### src/rtl/muldiv_pkg.sv
// Shared encodings for the iterative RV32M multiply/divide unit:
// funct3 op codes, FSM state encoding and the default operand width.
package muldiv_pkg;

  localparam int XLEN_DEFAULT = 32;

  localparam logic [2:0] MD_MUL    = 3'b000;
  localparam logic [2:0] MD_MULH   = 3'b001;
  localparam logic [2:0] MD_MULHSU = 3'b010;
  localparam logic [2:0] MD_MULHU  = 3'b011;
  localparam logic [2:0] MD_DIV    = 3'b100;
  localparam logic [2:0] MD_DIVU   = 3'b101;
  localparam logic [2:0] MD_REM    = 3'b110;
  localparam logic [2:0] MD_REMU   = 3'b111;

  typedef enum logic [1:0] {
    S_IDLE = 2'd0,
    S_CALC = 2'd1,
    S_FIX  = 2'd2,
    S_DONE = 2'd3
  } md_state_e;

  // funct3[2] splits the multiply group from the divide group.
  function automatic logic md_is_div(input logic [2:0] op);
    return op[2];
  endfunction

endpackage

### src/rtl/muldiv_div_step.sv
// One restoring-division iteration: shift {rem,quo} left by one, trial-subtract
// the divisor from the remainder and keep the difference when it does not borrow.
module muldiv_div_step #(
  parameter int XLEN = 32
) (
  input  logic [XLEN-1:0] rem_i,
  input  logic [XLEN-1:0] quo_i,
  input  logic [XLEN-1:0] divisor_i,
  output logic [XLEN-1:0] rem_o,
  output logic [XLEN-1:0] quo_o
);

  logic [XLEN:0] partial;
  logic [XLEN:0] diff;

  // The shifted remainder needs one extra bit; it is always below 2*divisor,
  // so a restored remainder still fits in XLEN bits.
  assign partial = {rem_i, quo_i[XLEN-1]};
  assign diff    = partial - {1'b0, divisor_i};

  always_comb begin
    if (!diff[XLEN]) begin
      rem_o = diff[XLEN-1:0];
      quo_o = {quo_i[XLEN-2:0], 1'b1};
    end else begin
      rem_o = partial[XLEN-1:0];
      quo_o = {quo_i[XLEN-2:0], 1'b0};
    end
  end

endmodule

### src/rtl/muldiv_unit.sv
// Iterative RV32M multiply/divide unit with start/busy/done handshake and flush.
// Define MULDIV_FAST_MUL_EN for a single-cycle combinational multiply path.
module muldiv_unit
  import muldiv_pkg::*;
#(
  parameter int XLEN  = XLEN_DEFAULT,
  parameter int CNT_W = 6
) (
  input  logic            clk,
  input  logic            rst,
  input  logic            start,
  input  logic [2:0]      op,
  input  logic [XLEN-1:0] a,
  input  logic [XLEN-1:0] b,
  input  logic            flush,
  output logic            busy,
  output logic            done,
  output logic [XLEN-1:0] result
);

`ifdef MULDIV_FAST_MUL_EN
  localparam bit FastMul = 1'b1;
`else
  localparam bit FastMul = 1'b0;
`endif

  localparam logic [XLEN-1:0] MinNeg = {1'b1, {(XLEN-1){1'b0}}};

  md_state_e         state_q;
  logic [CNT_W-1:0]  cnt_q;
  logic [2:0]        op_q;
  logic [2*XLEN-1:0] work_q;
  logic [2*XLEN-1:0] work_d;
  logic [XLEN-1:0]   divisor_q;
  logic              neg_q;
  logic              neg_r_q;
  logic              busy_q;
  logic              done_q;
  logic [XLEN-1:0]   result_q;

  logic            a_signed, b_signed, a_neg, b_neg;
  logic [XLEN-1:0] a_mag, b_mag;
  logic            div_zero, div_ovf;
  logic [2*XLEN-1:0] fast_prod;

  assign a_signed = (op == MD_MULH) || (op == MD_MULHSU) || (op == MD_DIV) || (op == MD_REM);
  assign b_signed = (op == MD_MULH) || (op == MD_DIV) || (op == MD_REM);
  assign a_neg    = a_signed & a[XLEN-1];
  assign b_neg    = b_signed & b[XLEN-1];
  assign a_mag    = a_neg ? -a : a;
  assign b_mag    = b_neg ? -b : b;
  assign div_zero = md_is_div(op) && (b == '0);
  assign div_ovf  = ((op == MD_DIV) || (op == MD_REM)) && (a == MinNeg) && (b == '1);

`ifdef MULDIV_FAST_MUL_EN
  assign fast_prod = {{XLEN{1'b0}}, a_mag} * {{XLEN{1'b0}}, b_mag};
`else
  assign fast_prod = '0;
`endif

  // Iteration datapath: multiply keeps {acc_hi, multiplier} and shifts right,
  // divide keeps {remainder, quotient} and shifts left through the step module.
  logic [XLEN:0]   mul_sum;
  logic [XLEN-1:0] div_rem, div_quo;

  assign mul_sum = {1'b0, work_q[2*XLEN-1:XLEN]} + (work_q[0] ? {1'b0, divisor_q} : '0);

  muldiv_div_step #(.XLEN(XLEN)) u_div_step (
    .rem_i     (work_q[2*XLEN-1:XLEN]),
    .quo_i     (work_q[XLEN-1:0]),
    .divisor_i (divisor_q),
    .rem_o     (div_rem),
    .quo_o     (div_quo)
  );

  assign work_d = md_is_div(op_q) ? {div_rem, div_quo} : {mul_sum, work_q[XLEN-1:1]};

  // Sign correction and field selection applied in FIX.
  logic [2*XLEN-1:0] prod_fix;
  logic [XLEN-1:0]   quo_fix, rem_fix, fix_val;

  assign prod_fix = neg_q   ? -work_q : work_q;
  assign quo_fix  = neg_q   ? -work_q[XLEN-1:0] : work_q[XLEN-1:0];
  assign rem_fix  = neg_r_q ? -work_q[2*XLEN-1:XLEN] : work_q[2*XLEN-1:XLEN];

  always_comb begin
    fix_val = '0;
    case (op_q)
      MD_MUL:                      fix_val = prod_fix[XLEN-1:0];
      MD_MULH, MD_MULHSU, MD_MULHU: fix_val = prod_fix[2*XLEN-1:XLEN];
      MD_DIV, MD_DIVU:             fix_val = quo_fix;
      default:                     fix_val = rem_fix;
    endcase
  end

  always_ff @(posedge clk or posedge rst) begin
    if (rst) begin
      state_q   <= S_IDLE;
      cnt_q     <= '0;
      op_q      <= '0;
      work_q    <= '0;
      divisor_q <= '0;
      neg_q     <= 1'b0;
      neg_r_q   <= 1'b0;
      busy_q    <= 1'b0;
      done_q    <= 1'b0;
      result_q  <= '0;
    end else begin
      done_q <= 1'b0;
      case (state_q)
        S_IDLE: begin
          if (start && !flush) begin
            op_q    <= op;
            cnt_q   <= '0;
            busy_q  <= 1'b1;
            neg_q   <= a_neg ^ b_neg;
            neg_r_q <= a_neg;
            if (div_zero) begin
              // Final values preloaded; FIX must not re-sign them.
              work_q  <= {a, {XLEN{1'b1}}};
              neg_q   <= 1'b0;
              neg_r_q <= 1'b0;
              state_q <= S_FIX;
            end else if (div_ovf) begin
              work_q  <= {{XLEN{1'b0}}, MinNeg};
              neg_q   <= 1'b0;
              neg_r_q <= 1'b0;
              state_q <= S_FIX;
            end else if (FastMul && !md_is_div(op)) begin
              work_q  <= fast_prod;
              state_q <= S_FIX;
            end else if (md_is_div(op)) begin
              work_q    <= {{XLEN{1'b0}}, a_mag};
              divisor_q <= b_mag;
              state_q   <= S_CALC;
            end else begin
              work_q    <= {{XLEN{1'b0}}, b_mag};
              divisor_q <= a_mag;
              state_q   <= S_CALC;
            end
          end
        end
        S_CALC: begin
          if (flush) begin
            busy_q  <= 1'b0;
            state_q <= S_IDLE;
          end else begin
            work_q <= work_d;
            cnt_q  <= cnt_q + 1'b1;
            if (cnt_q == CNT_W'(XLEN-1)) state_q <= S_FIX;
          end
        end
        S_FIX: begin
          busy_q <= 1'b0;
          if (flush) begin
            state_q <= S_IDLE;
          end else begin
            result_q <= fix_val;
            done_q   <= 1'b1;
            state_q  <= S_DONE;
          end
        end
        default: state_q <= S_IDLE;
      endcase
    end
  end

  assign busy   = busy_q;
  assign done   = done_q;
  assign result = result_q;

endmodule

### config.mk
export PLATFORM = sky130hd
export DESIGN_NAME = muldiv_unit
export DESIGN_NICKNAME = d
export VERILOG_FILES = /design/src/rtl/muldiv_pkg.sv /design/src/rtl/muldiv_div_step.sv /design/src/rtl/muldiv_unit.sv
export SDC_FILE = /design/constraint.sdc
export NUM_CORES = 1
export LEC_CHECK = 0
export ABC_CLOCK_PERIOD_IN_PS = 7500
export CAP_MARGIN = 20
export CORE_UTILIZATION = 50
export CTS_BUF_LIST = sky130_fd_sc_hd__clkbuf_8 sky130_fd_sc_hd__clkbuf_16
export DETAILED_ROUTE_END_ITERATION = 10
export PLACE_DENSITY = 0.74
export SLEW_MARGIN = 25
export SYNTH_ARGS = -nofsm -noshare
export SYNTH_HDL_FRONTEND = slang
export SYNTH_SLANG_ARGS = --single-unit
export TNS_END_PERCENT = 100
### constraint.sdc
create_clock -name clk -period 7.5 [get_ports clk]
set_input_delay 2.25 -clock clk [delete_from_list [all_inputs] [get_ports clk]]
set_output_delay 2.25 -clock clk [all_outputs]
set_load 0.02 [all_outputs]
### After elaboration in Yosys (flattened, before gate mapping)

Cells that the tools add are included.

* logic and storage cells: 102
* output and inout port bits: 34
* input port bits: 71
* register bits: 143

* bitwise gates (word level): 6
* reduce and logical (&&, ||, !) cells: 24
* eq/ne operators: 18
* multiplexer cells: 36
* add/subtract/negate cells: 8

Operators by type and width (count)
* $mux 64: 5
* $mux 32: 9
* $neg 32->32: 4
* $pmux 64 s2: 1
* $pmux 32 s3: 1
* $eq 32x32->1 const B: 2
* $neg 64->64: 1
* $add 32x32->33: 1
* $sub 33x32->33: 1
* $logic_not 32->1: 1
* $eq 3x3->1 const B: 4
* $mux 2: 6
* $mux 6: 2
* $pmux 6 s2: 1
* $eq 3x2->1 const B: 3
* $mux 1: 9
* $add 6x1->6 const B: 1
* $eq 3x1->1 const B: 2
* $eq 6x5->1 const B: 1
* $logic_or 1x1->1: 6
* $ne 2x2->1 const B: 3
* $pmux 2 s3: 1
* $reduce_and 2->1: 3
* $reduce_and 3->1: 2
* 16 further kinds: 22

### Depth between registers and ports, before layout

Gate-level depths: netlist (run 1).

* word-level depth: 11
* mapped depth: 15
* mapped depth without buffers: 13

### Hierarchy

Synthesis (run 1) repeated with hierarchy kept, for this count alone.

* cells, all modules: 2013
* area, all modules: 15437.3 µm²

By module, submodules not included
* muldiv_unit: area an instance 12846.1 µm², instances 1, sequential area each 3578.4 µm², cells each 1677
* muldiv_div_step: area an instance 2591.2 µm², instances 1, sequential area each 0.0 µm², cells each 336

### Worst setup path before layout (run 1)

OpenSTA, ideal clock, no wires.

* path type: input-to-reg
* from: in a[6]
* to: reg divisor_q[18]
* data arrival time: 4577 ps
* setup time: 125 ps
* setup slack: 2799 ps
* buffers on the path: 2
* stages: 9
* required time: 7375 ps
* cell sequence: or4_1 > or3_1 > nor3_2 > nand3_1 > nor2_1 > or3_1 > clkbuf_1 > buf_2 > mux2_2

* word-level cells in the longest chain between the ends: 5
* elaborated cells between the ends (all ways): 8
* those cells by class: 1 x add/sub; 1 x eq/ne; 2 x mux; 1 x bitwise; 3 x reduce/logical

RTL lines
* from (decl): line muldiv_unit.sv:13 `input logic [XLEN-1:0] a,`
* branches (longest 5 deep; another with $neg 32->32)
* to (signal assigned): line muldiv_unit.sv:134 `divisor_q <= b_mag;`
* to (signal assigned): line muldiv_unit.sv:138 `divisor_q <= a_mag;`
* to (decl): line muldiv_unit.sv:34 `logic [XLEN-1:0] divisor_q;`

Several ways; the timed one is not identified.
A chain may end at the register's enable or synchronous reset.

### Worst setup path after layout (run 1)

* from: in a[6]
* to: reg divisor_q[31]

The elaborated chain is that of the path after synthesis.

==> results of run 1 <==
## state kept, by name (all words and copies together) (netlist names)
name and cells:
state_q 2, cnt_q 6, done 1, op_q 3, work_q 64, divisor_q 32, busy 1, neg_q 1
neg_r_q 1, result 32
## critical path, cell delays in order
cell,delay [ps]
clkdlybuf4s50_1,560
or4_1,640
or3_1,400
nor3_2,360
nand3_1,280
nor2_1,230
or3_2,650
buf_4,310
a211oi_1,60
a21oi_1,110
## through the flow
| step | worst slack (ps) | util (%) | total power, mW |
|---|---|---|---|
| floorplan | 1410 | - | 5.50 |
| global placement | 1790 | 54.6 | 6.90 |
| detailed placement | 1670 | 54.6 | 6.97 |
| CTS | 2080 | 56.7 | 7.94 |
| global route | 1740 | 56.7 | 8.64 |
| finish | 2000 | 56.7 | 8.11 |
## cell usage after synthesis (19+ instances only)
cell type | n | area [um^2]
nor3_1 | 39 | 195
xnor2_1 | 113 | 990
dfrtp_1 | 143 | 3580
mux2_2 | 19 | 214
a21oi_1 | 234 | 1170
nor2_1 | 181 | 679
nand2_1 | 219 | 822
nand4_1 | 19 | 119
mux2i_1 | 48 | 480
clkbuf_1 | 109 | 409
o31ai_1 | 32 | 240
o21ai_0 | 161 | 806
inv_1 | 68 | 255
nand3_1 | 35 | 175
ha_1 | 74 | 926
a21o_1 | 36 | 270
xor2_1 | 90 | 788
or3_1 | 20 | 125
a211oi_1 | 35 | 263
## power by group
part	internal, mW	switching, mW	leakage, nW
registers	1.12	0.632	1.79
logic	2.16	3.26	4.91
clock network	0.515	0.428	0.311
## metal layers
| metal | part of all wire [%] | GRT usage, % |
|---|---|---|
| met3 | 10 | 6.07 |
| met1 | 44 | 50.8 |
| met4 | 4.8 | 15.8 |
| met2 | 41 | 50.7 |
| met5 | 0 | 0 |
## cell families after synthesis
| kind of cell | count (synthesis) | share of synthesized area [%] |
|---|---|---|
| xor gates and xnor gates | 203 | 11.9 |
| AOI/OAI and AO/OA | 682 | 28.5 |
| buffers and inverters | 210 | 5.74 |
| and+or+nand+nor | 614 | 19.0 |
| DFF | 143 | 23.9 |
| adders and majority gates | 76 | 6.44 |
| muxes | 67 | 4.63 |
## how the worst max path moves through the flow
stage | startpoint | end | cells past startpoint
floorplan | rst | busy | 1
global placement | a[6] | divisor_q[31] | 10
detailed placement | a[6] | divisor_q[31] | 10
CTS | a[6] | divisor_q[31] | 10
global route | a[6] | divisor_q[5] | 10
finish | a[6] | divisor_q[31] | 10
## area by class of cell
| type | count | area [um^2] |
|---|---|---|
| repair buffers | 127 | 1210 |
| flip-flops and latches | 143 | 3580 |
| clock buffers | 17 | 425 |
| multi-input cells | 1642 | 10600 |
| well taps | 390 | 488 |
| inverters | 70 | 268 |
| fillers | 2762 | 12800 |
| clock inverters | 15 | 209 |
==> impl_metrics.toml, run 1 <==
[power]
p_leak_nw = 7.00
vdd_drop_max_mv = 0.258
powerDensity_mw_per_mm2 = 484

[layout]
diodes = 0
finalNetCount = 2148
stdcell_count = 2404
final_area_mm2 = 0.0168
layout_commonest_cell = "a21oi_1"
drive_gt1_share_pct = 5.96
most-common-layout-cells = "a21oi_1, nand2_1, nor2_1"
area_delta_synth_final_pct = 11.7

[timing]
slew_headroom_pct = 23.9
rsz0062_at_grt = "no"
period_share_pct = 73.4
fmax_mhz = 182
finalSetupTns_ps = 0
finalHoldViolations = 0
finalMaxSlewViolations = 0
timing.final.crit_period_ps = 5500
finalClockSkew_ps = 17.6
worst_pin_slew_ps = 1130
holdWs_ps = 485
setup_viol = 0

[clock_tree]
cts_resized = 0
cts_buffers = 17
cts_setup_buffers = 0
clock_latency_ps = 450
htree_num_levels = 4
holdBufCountCts = 0
root_buffer = "clkbuf_16"
clock_sinks = 143
clkTransAtPathRegs_ps = 70
clk_path_buf_depth = 2
cts_tree = "built"

[worst_hold_path]
whs_path_depth = 2
min_path_type = "register to register"
hold_start = "result[15]"
min_delay_worst_endpoint = "result[15]"

[synthesis]
netlist_instances = 1995
ys_types = 84
syn_avg_cell_area_um2 = 7.52
synth-seq-cells = 143
syn-num-nets = 2142
ys.flop_type = "dfrtp_1"
netlist_area_mm2 = 0.0150
synth_edf_count = 0
ys_seq_area_share_pct = 23.9
ys_warn_count = 0
synthArstFlopShare_pct = 100

[detailed_routing]
avgViaCountPerCell = 6.50
drt_wl_total_um = 54400
route.vias.total = 15600
drt_iter0_markers = 2033
drc_errors = 0
routedWlPerCell_um = 22.6
drt_pre_antenna_iters = 6
ant_nets = 0

[worst_setup_path]
timing.rr.end = "work_q[44]"
r2r-start = "work_q[46]"
cp_max_fo = 47
crit_required_ps = 7870
end_kind = "register"
r2r_slack_ps = 2770
cp-start-kind = "input pin"
r2r_cells = 12
cp.arrival_ps = 5870
timing_worst_setup_path_type = "input pin to register"

[floorplanning]
ios = 105
dieArea_mm2 = 0.0307
rows = 63
core_mm2 = 0.0296
initial_core_util_pct = 50.8
die_h_um = 175
chipWidth_um = 175

[placed_design]
port_buffers = 104
dpl.hpwl_um = 40800
dp_cells = 2372
gp_congestion = 0.983
placed_cell_area_mm2 = 0.0161

[global_routing]
grt_pass1_wl_um = 82900
grt_max_degree = 101
grt_pass1_vias = 14000
antenna_found_initial = 0
grt-ovfl-total = 0
grt_usage_pct = 35.1

[outcome]
status = "complete, no violations"

[flow_run]
max_cap_violations = 0
No activity file was read; power rests on OpenSTA's default activity.
==> run 2: changes to the inputs <==
--- a/config.mk
+++ b/config.mk
@@ -5,12 +5,12 @@
 export SDC_FILE = /design/constraint.sdc
 export NUM_CORES = 1
 export LEC_CHECK = 0
-export ABC_CLOCK_PERIOD_IN_PS = 7500
+export ABC_CLOCK_PERIOD_IN_PS = 4500
 export CAP_MARGIN = 20
 export CORE_UTILIZATION = 50
 export CTS_BUF_LIST = sky130_fd_sc_hd__clkbuf_8 sky130_fd_sc_hd__clkbuf_16
 export DETAILED_ROUTE_END_ITERATION = 10
-export PLACE_DENSITY = 0.74
+export PLACE_DENSITY = 0.77
 export SLEW_MARGIN = 25
 export SYNTH_ARGS = -nofsm -noshare
 export SYNTH_HDL_FRONTEND = slang
==> constraint.sdc (replaced) <==
create_clock -name clk -period 4.5 [get_ports clk]
set_input_delay 1.35 -clock clk [delete_from_list [all_inputs] [get_ports clk]]
set_output_delay 1.35 -clock clk [all_outputs]
set_load 0.02 [all_outputs]
==> run 2 against run 1 <==
Net effect:
- global-route usage rose by 1.1 points
- core utilization grew 2.0 points
- sequential power up 57%
- hold slack lost 3.7 ps
- register-to-register slack got worse by 2500 ps
- clock power grew 50%
- critical path type is now register to register
- highest routed layer unchanged
- non-clock buffer count rose by 78
==> impl_metrics.toml, run 2 (synthesis results as in run 1) <==
[outcome]
status = "complete, no violations"

[global_routing]
grt-ovfl-total = 0
grt_max_degree = 114
antenna_found_initial = 1
grt_pass1_vias = 14900
grt_pass1_wl_um = 85900
grt_usage_pct = 36.3

[floorplanning]
initial_core_util_pct = 50.8
dieArea_mm2 = 0.0307
rows = 63
chipWidth_um = 175
ios = 105
die_h_um = 175
core_mm2 = 0.0296

[placed_design]
gp_congestion = 0.998
dpl.hpwl_um = 43000
dp_cells = 2450
pre_cts_slack_ps = 83.9
port_buffers = 104

[clock_tree]
cts_buffers = 17
clk_path_buf_depth = 2
clock_sinks = 143
clock_latency_ps = 440
holdBufCountCts = 0
cts_resized = 0
htree_num_levels = 4
cts_setup_buffers = 0
clkTransAtPathRegs_ps = 70
cts_tree = "built"
root_buffer = "clkbuf_16"

[worst_setup_path]
timing_worst_setup_path_type = "register to register"
crit_required_ps = 4820
cp-start-kind = "register"
cp_max_fo = 7
slowest_delay_ps = 490
crit_chain = "and2_1, ha_1, fa_1, a211oi_1, o21a_1, a211oi_1, buf_4, o2111ai_1, a31oi_1, a41o_1, a211oi_1, xnor2_1, a22oi_1, o21ai_1"
crit_slowest_cell = "dfrtp_1"
cp.arrival_ps = 4570
critPathBufInv = 1
crit_family = "compound AO/OA/AOI/OAI gates"
end_kind = "register"
crit_top_cell = "a211oi_1"

[detailed_routing]
drt_iter0_markers = 1967
avgViaCountPerCell = 6.43
drc_errors = 0
routedWlPerCell_um = 22.3
drt_pre_antenna_iters = 6
route.vias.total = 16000
ant_nets = 0
drt_wl_total_um = 55400

[worst_hold_path]
min_path_type = "register to register"

[timing]
worst_pin_slew_ps = 999
slew_headroom_pct = 33.2
rsz0062_at_grt = "no"
setup_viol = 0
finalClockSkew_ps = 15.1
finalHoldViolations = 0
timing.final.crit_period_ps = 4250
fmax_mhz = 235
finalWorstSetupSlack_ps = 246
period_share_pct = 94.5
finalSetupTns_ps = 0
finalMaxSlewViolations = 0

[layout]
drive_gt1_share_pct = 9.42
area_delta_synth_final_pct = 15.6
layout_commonest_cell = "a21oi_1"
final_util_pct = 58.7
largest_reg_flops = 64
finalNetCount = 2226
most-common-layout-cells = "a21oi_1, nand2_1, nor2_1"
stdcell_count = 2483
largest_register = "work_q"

[power]
powerDensity_mw_per_mm2 = 792
vdd_drop_max_mv = 0.514
power_mw = 13.7
p_leak_nw = 7.38

[flow_run]
max_cap_violations = 0
run 2: cell types whose count changed in the layout (fill, tap and decap cells not counted), sizes merged:
cell,previous run,this run
diode,0,1
inv,77,72
clkinvlp,0,2
bufinv,2,1
clkinv,6,9
buf,24,102
clkbuf,17,18
run 2: area by class of cell:
class                      instances  area, um^2
sequential                       143        3580
tap                              390         488
multi-input combinational       1642       10600
clock buffer                      18         439
inverter                          70         267
clock inverter                    14         131
fill                            2749       12200
timing repair buffer             205        1860
antenna                            1        2.50
run 2: per-layer routing:
metal | vias to the layer above | global-route usage [%] | part of all wire (%)
li1 | 7347 | - | -
met1 | 7549 | 50.7 | 43
met2 | 937 | 54.6 | 42
met3 | 142 | 7.01 | 10
met4 | 0 | 14.9 | 4.3
met5 | - | 0 | 0
run 2: report_power, final:
part	leakage, nW	switching (mW)	internal (mW)	total [mW]
clock	0.282	0.626	0.784	1.41
combinational	5.31	5.74	3.85	9.58
sequential	1.79	0.873	1.87	2.74
run 2: path summary, 6_finish.rpt:
kind,cells after the start,start,slack [ps],endpoint
hold / removal,2,result[20],480,result[20]
max in group asynchronous,3,rst,2370,work_q[54]
setup / recovery,14,work_q[0],250,work_q[59]
min in group asynchronous,2,rst,1270,cnt_q[2]
setup reg to reg,14,work_q[0],250,work_q[59]
hold reg to reg,2,result[20],480,result[20]
run 2: tightest hold or removal path, cell delays in order, from the launching register on:
cell	delay, ps
dfrtp_1	350
nand2_1	50
nand2_1	50
run 2: per-stage QoR:
| step | area [um^2] | hold slack (ps) |
|---|---|---|
| 6_report | 17300 | 481 |
| 2_1_floorplan | 15000 | 450 |
| 3_5_place_dp | 16800 | 467 |
| 4_1_cts | 17300 | 484 |
| 5_1_grt | 17300 | 506 |
| 3_3_place_gp | 16800 | 462 |
